$ cat config.mk
export PLATFORM = sky130hd
export DESIGN_NAME = uart_rx_core
export DESIGN_NICKNAME = d
export VERILOG_FILES = /design/src/rtl/uart_rx_core.sv
export SDC_FILE = /design/constraint.sdc
export NUM_CORES = 1
export LEC_CHECK = 0
export CAP_MARGIN = 20
export CORE_UTILIZATION = 30
export DETAILED_ROUTE_END_ITERATION = 8
export PLACE_DENSITY = 0.53
export SLEW_MARGIN = 20
export SYNTH_ARGS = -nofsm -noshare
export SYNTH_HDL_FRONTEND = slang
export SYNTH_SLANG_ARGS = --single-unit
$ cat constraint.sdc
create_clock -name clk -period 2.7 [get_ports clk]
set_input_delay 0.675 -clock clk [delete_from_list [all_inputs] [get_ports clk]]
set_output_delay 0.675 -clock clk [all_outputs]
set_load 0.02 [all_outputs]
$ cat src/rtl/uart_rx_core.sv
// rtl/uart_rx_core.sv - parametrised UART receiver with valid/ready output, error flags and overrun pulse
// Optional break detection is enabled by defining UART_RX_BREAK_DET_EN.
module uart_rx_core #(
  parameter int CLK_FREQ_HZ = 100_000_000,
  parameter int BAUD_RATE   = 115_200,
  parameter int DATA_BITS   = 8,
  parameter int PARITY_EN   = 1,
  parameter int PARITY_ODD  = 0,
  parameter int STOP_BITS   = 1
) (
  input  logic       clk,
  input  logic       rst,
  input  logic       rx_in,
  output logic [7:0] rx_data,
  output logic       rx_valid,
  input  logic       rx_ready,
  output logic       parity_err,
  output logic       frame_err,
  output logic       overrun,
  output logic       busy,
  output logic       brk_det
);

  localparam int BAUD_CLKS = CLK_FREQ_HZ / BAUD_RATE;
  localparam int CW        = (BAUD_CLKS > 2) ? $clog2(BAUD_CLKS) : 1;
  localparam logic [CW-1:0] FULL_M1   = CW'(BAUD_CLKS - 1);
  localparam logic [CW-1:0] HALF_M1   = CW'(BAUD_CLKS / 2 - 1);
  localparam logic [2:0]    LAST_BIT  = 3'(DATA_BITS - 1);
  localparam logic          LAST_STOP = (STOP_BITS == 2);
  localparam logic          ODD       = (PARITY_ODD != 0);

  typedef enum logic [2:0] {
    S_IDLE,
    S_START,
    S_DATA,
    S_PARITY,
    S_STOP
`ifdef UART_RX_BREAK_DET_EN
    , S_BREAK
`endif
  } state_t;

  state_t                 r_state, w_next;
  logic                   r_sync1, r_rxs;
  logic [CW-1:0]          r_cnt;
  logic [2:0]             r_bit_idx;
  logic                   r_stop_idx;
  logic [DATA_BITS-1:0]   r_shift;
  logic                   r_xor, r_perr_acc, r_ferr_acc, r_armed, r_commit;
  logic [7:0]             r_data;
  logic                   r_valid, r_perr, r_ferr, r_ovr;
  logic                   w_bit_end, w_half, w_shift, w_par_smp, w_stop_smp, w_commit;

  assign w_bit_end = (r_cnt == FULL_M1);
  assign w_half    = (r_cnt == HALF_M1);

  always_ff @(posedge clk or posedge rst) begin
    if (rst) begin
      r_sync1 <= 1'b1;
      r_rxs   <= 1'b1;
    end else begin
      r_sync1 <= rx_in;
      r_rxs   <= r_sync1;
    end
  end

`ifdef UART_RX_BREAK_DET_EN
  logic r_par_bit, r_brk, w_brk, w_zero_frame;
  assign w_zero_frame = (r_shift == '0) && !r_rxs && ((PARITY_EN == 0) || !r_par_bit);
`endif

  always_ff @(posedge clk or posedge rst) begin
    if (rst) r_state <= S_IDLE;
    else     r_state <= w_next;
  end

  always_comb begin
    w_next     = r_state;
    w_shift    = 1'b0;
    w_par_smp  = 1'b0;
    w_stop_smp = 1'b0;
    w_commit   = 1'b0;
`ifdef UART_RX_BREAK_DET_EN
    w_brk      = 1'b0;
`endif
    case (r_state)
      // r_armed blocks a restart while the line is still low after a bad stop bit
      S_IDLE:  if (!r_rxs && r_armed) w_next = S_START;
      S_START: if (w_half) w_next = r_rxs ? S_IDLE : S_DATA;
      S_DATA: begin
        if (w_bit_end) begin
          w_shift = 1'b1;
          if (r_bit_idx == LAST_BIT) w_next = (PARITY_EN != 0) ? S_PARITY : S_STOP;
        end
      end
      S_PARITY: begin
        if (w_bit_end) begin
          w_par_smp = 1'b1;
          w_next    = S_STOP;
        end
      end
      S_STOP: begin
        if (w_bit_end) begin
          w_stop_smp = 1'b1;
`ifdef UART_RX_BREAK_DET_EN
          if (!r_stop_idx && w_zero_frame) begin
            w_brk  = 1'b1;
            w_next = S_BREAK;
          end else
`endif
          if (r_stop_idx == LAST_STOP) begin
            w_commit = 1'b1;
            w_next   = S_IDLE;
          end
        end
      end
`ifdef UART_RX_BREAK_DET_EN
      S_BREAK: if (r_rxs) w_next = S_IDLE;
`endif
      default: w_next = S_IDLE;
    endcase
  end

  always_ff @(posedge clk or posedge rst) begin
    if (rst) begin
      r_cnt      <= '0;
      r_bit_idx  <= '0;
      r_stop_idx <= 1'b0;
      r_shift    <= '0;
      r_xor      <= 1'b0;
      r_perr_acc <= 1'b0;
      r_ferr_acc <= 1'b0;
      r_armed    <= 1'b1;
      r_commit   <= 1'b0;
`ifdef UART_RX_BREAK_DET_EN
      r_par_bit  <= 1'b0;
      r_brk      <= 1'b0;
`endif
    end else begin
      r_commit <= w_commit;
`ifdef UART_RX_BREAK_DET_EN
      r_brk    <= w_brk;
`endif
      if (r_state == S_IDLE || w_next != r_state || w_bit_end) r_cnt <= '0;
      else                                                     r_cnt <= r_cnt + CW'(1);
      if (r_state == S_IDLE) begin
        r_bit_idx  <= '0;
        r_stop_idx <= 1'b0;
        r_xor      <= 1'b0;
        r_perr_acc <= 1'b0;
        r_ferr_acc <= 1'b0;
      end
      if (w_shift) begin
        r_shift   <= {r_rxs, r_shift[DATA_BITS-1:1]};
        r_xor     <= r_xor ^ r_rxs;
        r_bit_idx <= r_bit_idx + 3'd1;
      end
      if (w_par_smp) begin
        r_perr_acc <= (r_rxs != (r_xor ^ ODD));
`ifdef UART_RX_BREAK_DET_EN
        r_par_bit  <= r_rxs;
`endif
      end
      if (w_stop_smp) begin
        r_stop_idx <= ~r_stop_idx;
        if (!r_rxs) r_ferr_acc <= 1'b1;
      end
      if (w_stop_smp && !r_rxs) r_armed <= 1'b0;
      else if (r_rxs)           r_armed <= 1'b1;
    end
  end

  always_ff @(posedge clk or posedge rst) begin
    if (rst) begin
      r_data  <= 8'h00;
      r_valid <= 1'b0;
      r_perr  <= 1'b0;
      r_ferr  <= 1'b0;
      r_ovr   <= 1'b0;
    end else begin
      r_ovr <= 1'b0;
      if (r_valid && rx_ready) r_valid <= 1'b0;
      if (r_commit) begin
        if (!r_valid || rx_ready) begin
          r_data  <= 8'(r_shift);
          r_perr  <= r_perr_acc;
          r_ferr  <= r_ferr_acc;
          r_valid <= 1'b1;
        end else begin
          r_ovr <= 1'b1;
        end
      end
    end
  end

  assign rx_data    = r_data;
  assign rx_valid   = r_valid;
  assign parity_err = r_perr;
  assign frame_err  = r_ferr;
  assign overrun    = r_ovr;
  assign busy       = (r_state != S_IDLE);
`ifdef UART_RX_BREAK_DET_EN
  assign brk_det    = r_brk;
`else
  assign brk_det    = 1'b0;
`endif

endmodule

==> flow_summary.ini, run 1 <==
[worst_setup_path]
crit_fanout = 13
worst-setup-path-type = flop to output port
slowest_stage = clkdlybuf4s50_1
crit_chain = or3_1, clkdlybuf4s50_1
rrSetupSlack_ns = 0.76
max_stage_delay_ns = 0.57
crit_path_start = r_state[2]
start_kind = flop
cp_data_required_time_ns = 2.03
r2r-start = r_cnt[1]
r2r_cells = 6
rr_endpoint = r_cnt[8]
cp-end-kind = output port
arrival_ns = 1.86

[power]
p_total_w = 0.00140
leakage_nw = 1.08
p_sw_frac = 0.282
p_comb_frac = 0.122
clkPwrFrac = 0.312
vdd_drop_max_uv = 316
seq_power_share = 0.566
power.net_switching_w = 0.000394
internal-power_w = 0.00100
cellPowerDensity_nw_per_um2 = 585

[route]
wire_per_inst_um = 12.7
drt_iter0_drc = 79
routed_wl_um = 3510
via_per_inst = 4.90
ant_nets = 0
drc = 2
num_vias = 1352
first_pass_iters = 6

[sta]
post-route-min-period_ns = 2.54
rsz0062_at_grt = false
finalSetupViolCount = 0
finClkSkew_ns = 0.00726
whs_ns = 0.358
max_freq_mhz = 394
max_slew_margin = 0.628
worstMarginPinSlew_ns = 0.557
period_share = 0.940
finalMaxSlewViolations = 0
hold_viol = 0
tns_ns = 0

[placement]
post_dp_cell_area_um2 = 2290
gp_congestion = 0.773
io_buffers = 16
hpwl_um = 2470

[outcome]
status = finished, violations left
violations = DRC

[synthesis]
synth_edf_count = 0
synth-simple-area-share = 0.181
synth.most_common_cell = dfrtp_1
ys_seq_area_frac = 0.543
synth_largest_area_cell = dfrtp_1
synth_top_family_by_area = simple AND/OR/NAND/NOR gates
avgSynthCellArea_um2 = 11.4
synth_area_leaders = dfrtp_1, mux2_2, dfstp_2
netlist_instances = 178
ys_top_cells_by_count = dfrtp_1, mux2_2, nor2_1
synth_xor_area_frac = 0.0344
netlist.area_leader.share = 0.504
synth.distinct_cells = 46
yosys_warnings = 0
ys_ff_latch = 44
synth_area_um2 = 2030
synth-compound-area-share = 0.0756
synthArstFlopShare = 1.00
synth_fa_ha_area_frac = 0.0246
syn_nets = 186
synthMuxAreaShare = 0.0990
ys.flop_type = dfrtp_1

[floorplanning]
io_pins = 18
die_h_um = 84.4
coreArea_um2 = 6460
die_area_um2 = 7110
die_w_um = 84.4
num_rows = 29
initial_core_util = 0.315

[global_routing]
grt_pass1_vias = 1340
overflow = 0
grtUsageTotal = 0.112
grt_max_degree = 27
grt_pass1_wl_um = 6230
grt_antenna_before_repair = 0

[worst_hold_path]
hold_end = r_rxs
min_from = r_sync1
min_path_type = flop to flop
min_path_cells = 0

[clock_tree]
cts_resized = 0
root_buffer = clkbuf_8
ctsHoldBuffers = 0
cts_sinks = 44
cts_buffer_depth = 2
cts_tree = done
path_clk_slew_ns = 0.08
htree_levels = 2
cts_setup_buffers = 0
cts_buffers = 5
insertion_delay_ns = 0.30

[finish]
drive_gt1_frac = 0.196
regArea_um2 = 1100
antenna_cells = 0
multiInputGateArea_um2 = 847
fillCellCount = 643
design_area_um2 = 2390
syn_to_final_growth_pct = 17.3
fin_nets = 206

[flow_run]
cap_violations = 0
==> placed cells by master, fill, tap and decap left out, types with 2 or more instances in the layout <==
| cell type | instances |
|---|---|
| clkinvlp_4 | 2 |
| o21ai_0 | 8 |
| o22ai_1 | 2 |
| clkbuf_8 | 6 |
| xnor2_1 | 7 |
| nand2b_1 | 4 |
| dfrtp_1 | 41 |
| inv_1 | 9 |
| dfstp_2 | 3 |
| nor3b_1 | 2 |
| mux2_2 | 17 |
| nand2_1 | 10 |
| buf_4 | 3 |
| nand3_1 | 8 |
| or3_1 | 2 |
| nor3_1 | 9 |
| nand4_1 | 2 |
| nor2_1 | 12 |
| a21oi_1 | 4 |
| ha_1 | 4 |
| clkdlybuf4s50_1 | 16 |
==> area by class of cell <==
type	instances	area share
Clock inverter	2	0.00629
Sequential cell	44	0.463
Multi-Input combinational cell	117	0.355
Inverter	10	0.0157
Clock buffer	6	0.0346
Timing Repair Buffer	20	0.0849
Tap cell	77	0.0404
==> flip-flops by register name, indices dropped and copies added (netlist names) <==
register / flops
r_xor: 1
r_commit: 1
r_perr_acc: 1
frame_err: 1
r_ferr_acc: 1
rx_valid: 1
r_bit_idx: 3
parity_err: 1
r_armed: 1
r_rxs: 1
r_state: 3
r_shift: 8
r_stop_idx: 1
overrun: 1
r_sync1: 1
r_cnt: 10
rx_data: 8
==> logic make-up after synthesis <==
| logic type | Yosys count |
|---|---|
| XOR/XNOR | 8 |
| flip-flops | 44 |
| buffers and inverters | 17 |
| adder cells (fa/ha/maj) | 4 |
| multiplexers | 18 |
| other | 1 |
| AO/OA/AOI/OAI | 24 |
| AND/OR/NAND/NOR | 62 |
==> critical path: cells and delay by family, from the launching register on <==
kind	cells	cell delay [ns]
buf+inv	1	0.57
simple gates	1	0.49
flops	1	0.51
==> metrics by stage <==
stage | cells | worst slack, ns | utilization
floorplan | 178 | 0.926 | -
global placement | 268 | 0.488 | 0.354
detailed placement | 268 | 0.472 | 0.354
CTS | 276 | 0.136 | 0.369
global route | 276 | 0.0836 | 0.369
finish | 276 | 0.163 | 0.369
==> how the worst max path moves through the flow <==
stage | cells past startpoint | endpoint
global route | 2 | busy
floorplan | 3 | busy
detailed placement | 2 | busy
CTS | 2 | busy
global placement | 2 | busy
finish | 2 | busy
==> power groups by stage <==
stage	Combinational (W)	Sequential, W	Clock, W
global placement	0.000168	0.000801	0
floorplan	0.000138	0.000784	0
global route	0.000198	0.000803	0.000483
CTS	0.000172	0.000788	0.000456
detailed placement	0.000173	0.000799	0
finish	0.000170	0.000789	0.000436
==> metal layers <==
| layer | global-route usage | routed length, um | vias up |
|---|---|---|---|
| met1 | 0.143 | 1740 | 659 |
| li1 | - | - | 664 |
| met5 | 0 | 0 | - |
| met4 | 0.0616 | 80 | 0 |
| met3 | 0.0315 | 114 | 8 |
| met2 | 0.173 | 1580 | 21 |
(Power assumes the default switching activity.)
==> run 2: changes to the inputs <==
ABC_CLOCK_PERIOD_IN_PS = 2400   (was default)
clock period = 2.4 ns   (was 2.7 ns; I/O delays follow)
==> flow_summary.ini, run 2 (synthesis gave the netlist of run 1 again) <==
[floorplanning]
die_area_um2 = 7110
initial_core_util = 0.315
io_pins = 18
die_w_um = 84.4
num_rows = 29
coreArea_um2 = 6460
die_h_um = 84.4

[clock_tree]
htree_levels = 2
cts_sinks = 44
cts_buffer_depth = 2
cts_setup_buffers = 0
root_buffer = clkbuf_8
cts_buffers = 5
insertion_delay_ns = 0.30
cts_tree = done
ctsHoldBuffers = 0
path_clk_slew_ns = 0.08

[route]
routed_wl_um = 3570
drt_iter0_drc = 93
via_per_inst = 4.85
wire_per_inst_um = 12.9
drc = 2
num_vias = 1343
first_pass_iters = 8
ant_nets = 0

[power]
internal-power_w = 0.00112
power.net_switching_w = 0.000451
cellPowerDensity_nw_per_um2 = 661
clkPwrFrac = 0.319
vdd_drop_max_uv = 415
leakage_nw = 1.08
p_sw_frac = 0.286
seq_power_share = 0.561
p_comb_frac = 0.120

[worst_setup_path]
rrSetupSlack_ns = 0.49
crit_path_start = r_state[0]
endpoint = busy
worst-setup-path-type = flop to output port
r2r-start = r_cnt[1]
r2r_cells = 6
start_kind = flop
cp-end-kind = output port
cp_data_required_time_ns = 1.80
crit_fanout = 6
arrival_ns = 1.40
rr_endpoint = r_cnt[5]

[finish]
antenna_cells = 0
drive_gt1_frac = 0.200
syn_to_final_growth_pct = 17.2
mostFrequentLayoutCells = dfrtp_1, mux2_2, clkdlybuf4s50_1
fin_nets = 207
largest_reg_flops = 10
top_register = r_cnt
final_common_cell = dfrtp_1
fillCellCount = 643

[sta]
tns_ns = 0
whs_ns = 0.361
max_freq_mhz = 500
max_slew_margin = 0.635
rsz0062_at_grt = false
hold_viol = 0
finalSetupViolCount = 0
finalMaxSlewViolations = 0
period_share = 0.834
post-route-min-period_ns = 2.00
finClkSkew_ns = 0.00653
worstMarginPinSlew_ns = 0.547

[global_routing]
overflow = 0
grt_max_degree = 45
grt_pass1_wl_um = 6420
grt_pass1_vias = 1280
grtUsageTotal = 0.116
grt_antenna_before_repair = 0

[placement]
hpwl_um = 2440
io_buffers = 16
gp_congestion = 0.803

[flow_run]
cap_violations = 0

[outcome]
status = finished, violations left
violations = DRC

[worst_hold_path]
min_path_type = flop to flop
[run 2: per-stage QoR]
step	cells	power (W)	util	instance area [um2]	worst slack, ns
after CTS	277	0.00160	0.369	2380	0.0409
after detailed placement	269	0.00109	0.354	2280	0.386
after global placement	269	0.00109	0.354	2280	0.400
after global routing	277	0.00167	0.369	2380	0.298
after floorplan	178	0.00104	-	2030	0.701
final	277	0.00158	0.369	2380	0.399
[run 2: area by class of cell]
| type | count | area [um2] | share of cell area |
|---|---|---|---|
| repair buffers | 21 | 200 | 0.0840 |
| flip-flops and latches | 44 | 1100 | 0.464 |
| well taps | 77 | 96.3 | 0.0404 |
| clock buffers | 6 | 82.6 | 0.0346 |
| multi-input cells | 117 | 847 | 0.355 |
| clock inverters | 2 | 15.0 | 0.00630 |
| inverters | 10 | 37.5 | 0.0157 |
[run 2: layer usage]
layer	wire length, um	part of all wire	vias up	GRT usage
met5	0	0	-	0
met4	32	0.0090	0	0.0277
met3	137	0.038	4	0.0413
met2	1550	0.43	28	0.167
met1	1850	0.52	643	0.167
li1	-	-	668	-
[run 2: power groups by stage]
stage	clock, W	combinational, W	sequential [W]
6_report	0.000502	0.000189	0.000885
5_1_grt	0.000552	0.000220	0.000902
4_1_cts	0.000520	0.000193	0.000884
3_5_place_dp	0	0.000191	0.000898
3_3_place_gp	0	0.000188	0.000899
2_1_floorplan	0	0.000156	0.000882
[run 2: what timing repair did]
action / CTS / global route
endpoints found under the setup margin: 0 / 1
gates resized for setup: 0 / 1
hold endpoints to repair: 0 / 0
[run 2: how the worst min path moves through the flow]
stage	startpoint	end	slack (ns)	depth (start not counted)
detailed placement	r_sync1	r_rxs	0.35	0
global route	r_sync1	r_rxs	0.37	0
CTS	r_sync1	r_rxs	0.36	0
global placement	r_sync1	r_rxs	0.35	0
floorplan	r_sync1	r_rxs	0.35	0
finish	r_sync1	r_rxs	0.36	0
[run 2: worst max-delay path: stages, from the launching register on]
cell	delay (ns)
dfrtp_1	0.38
or3_1	0.47
dlymetal6s2s_1	0.25
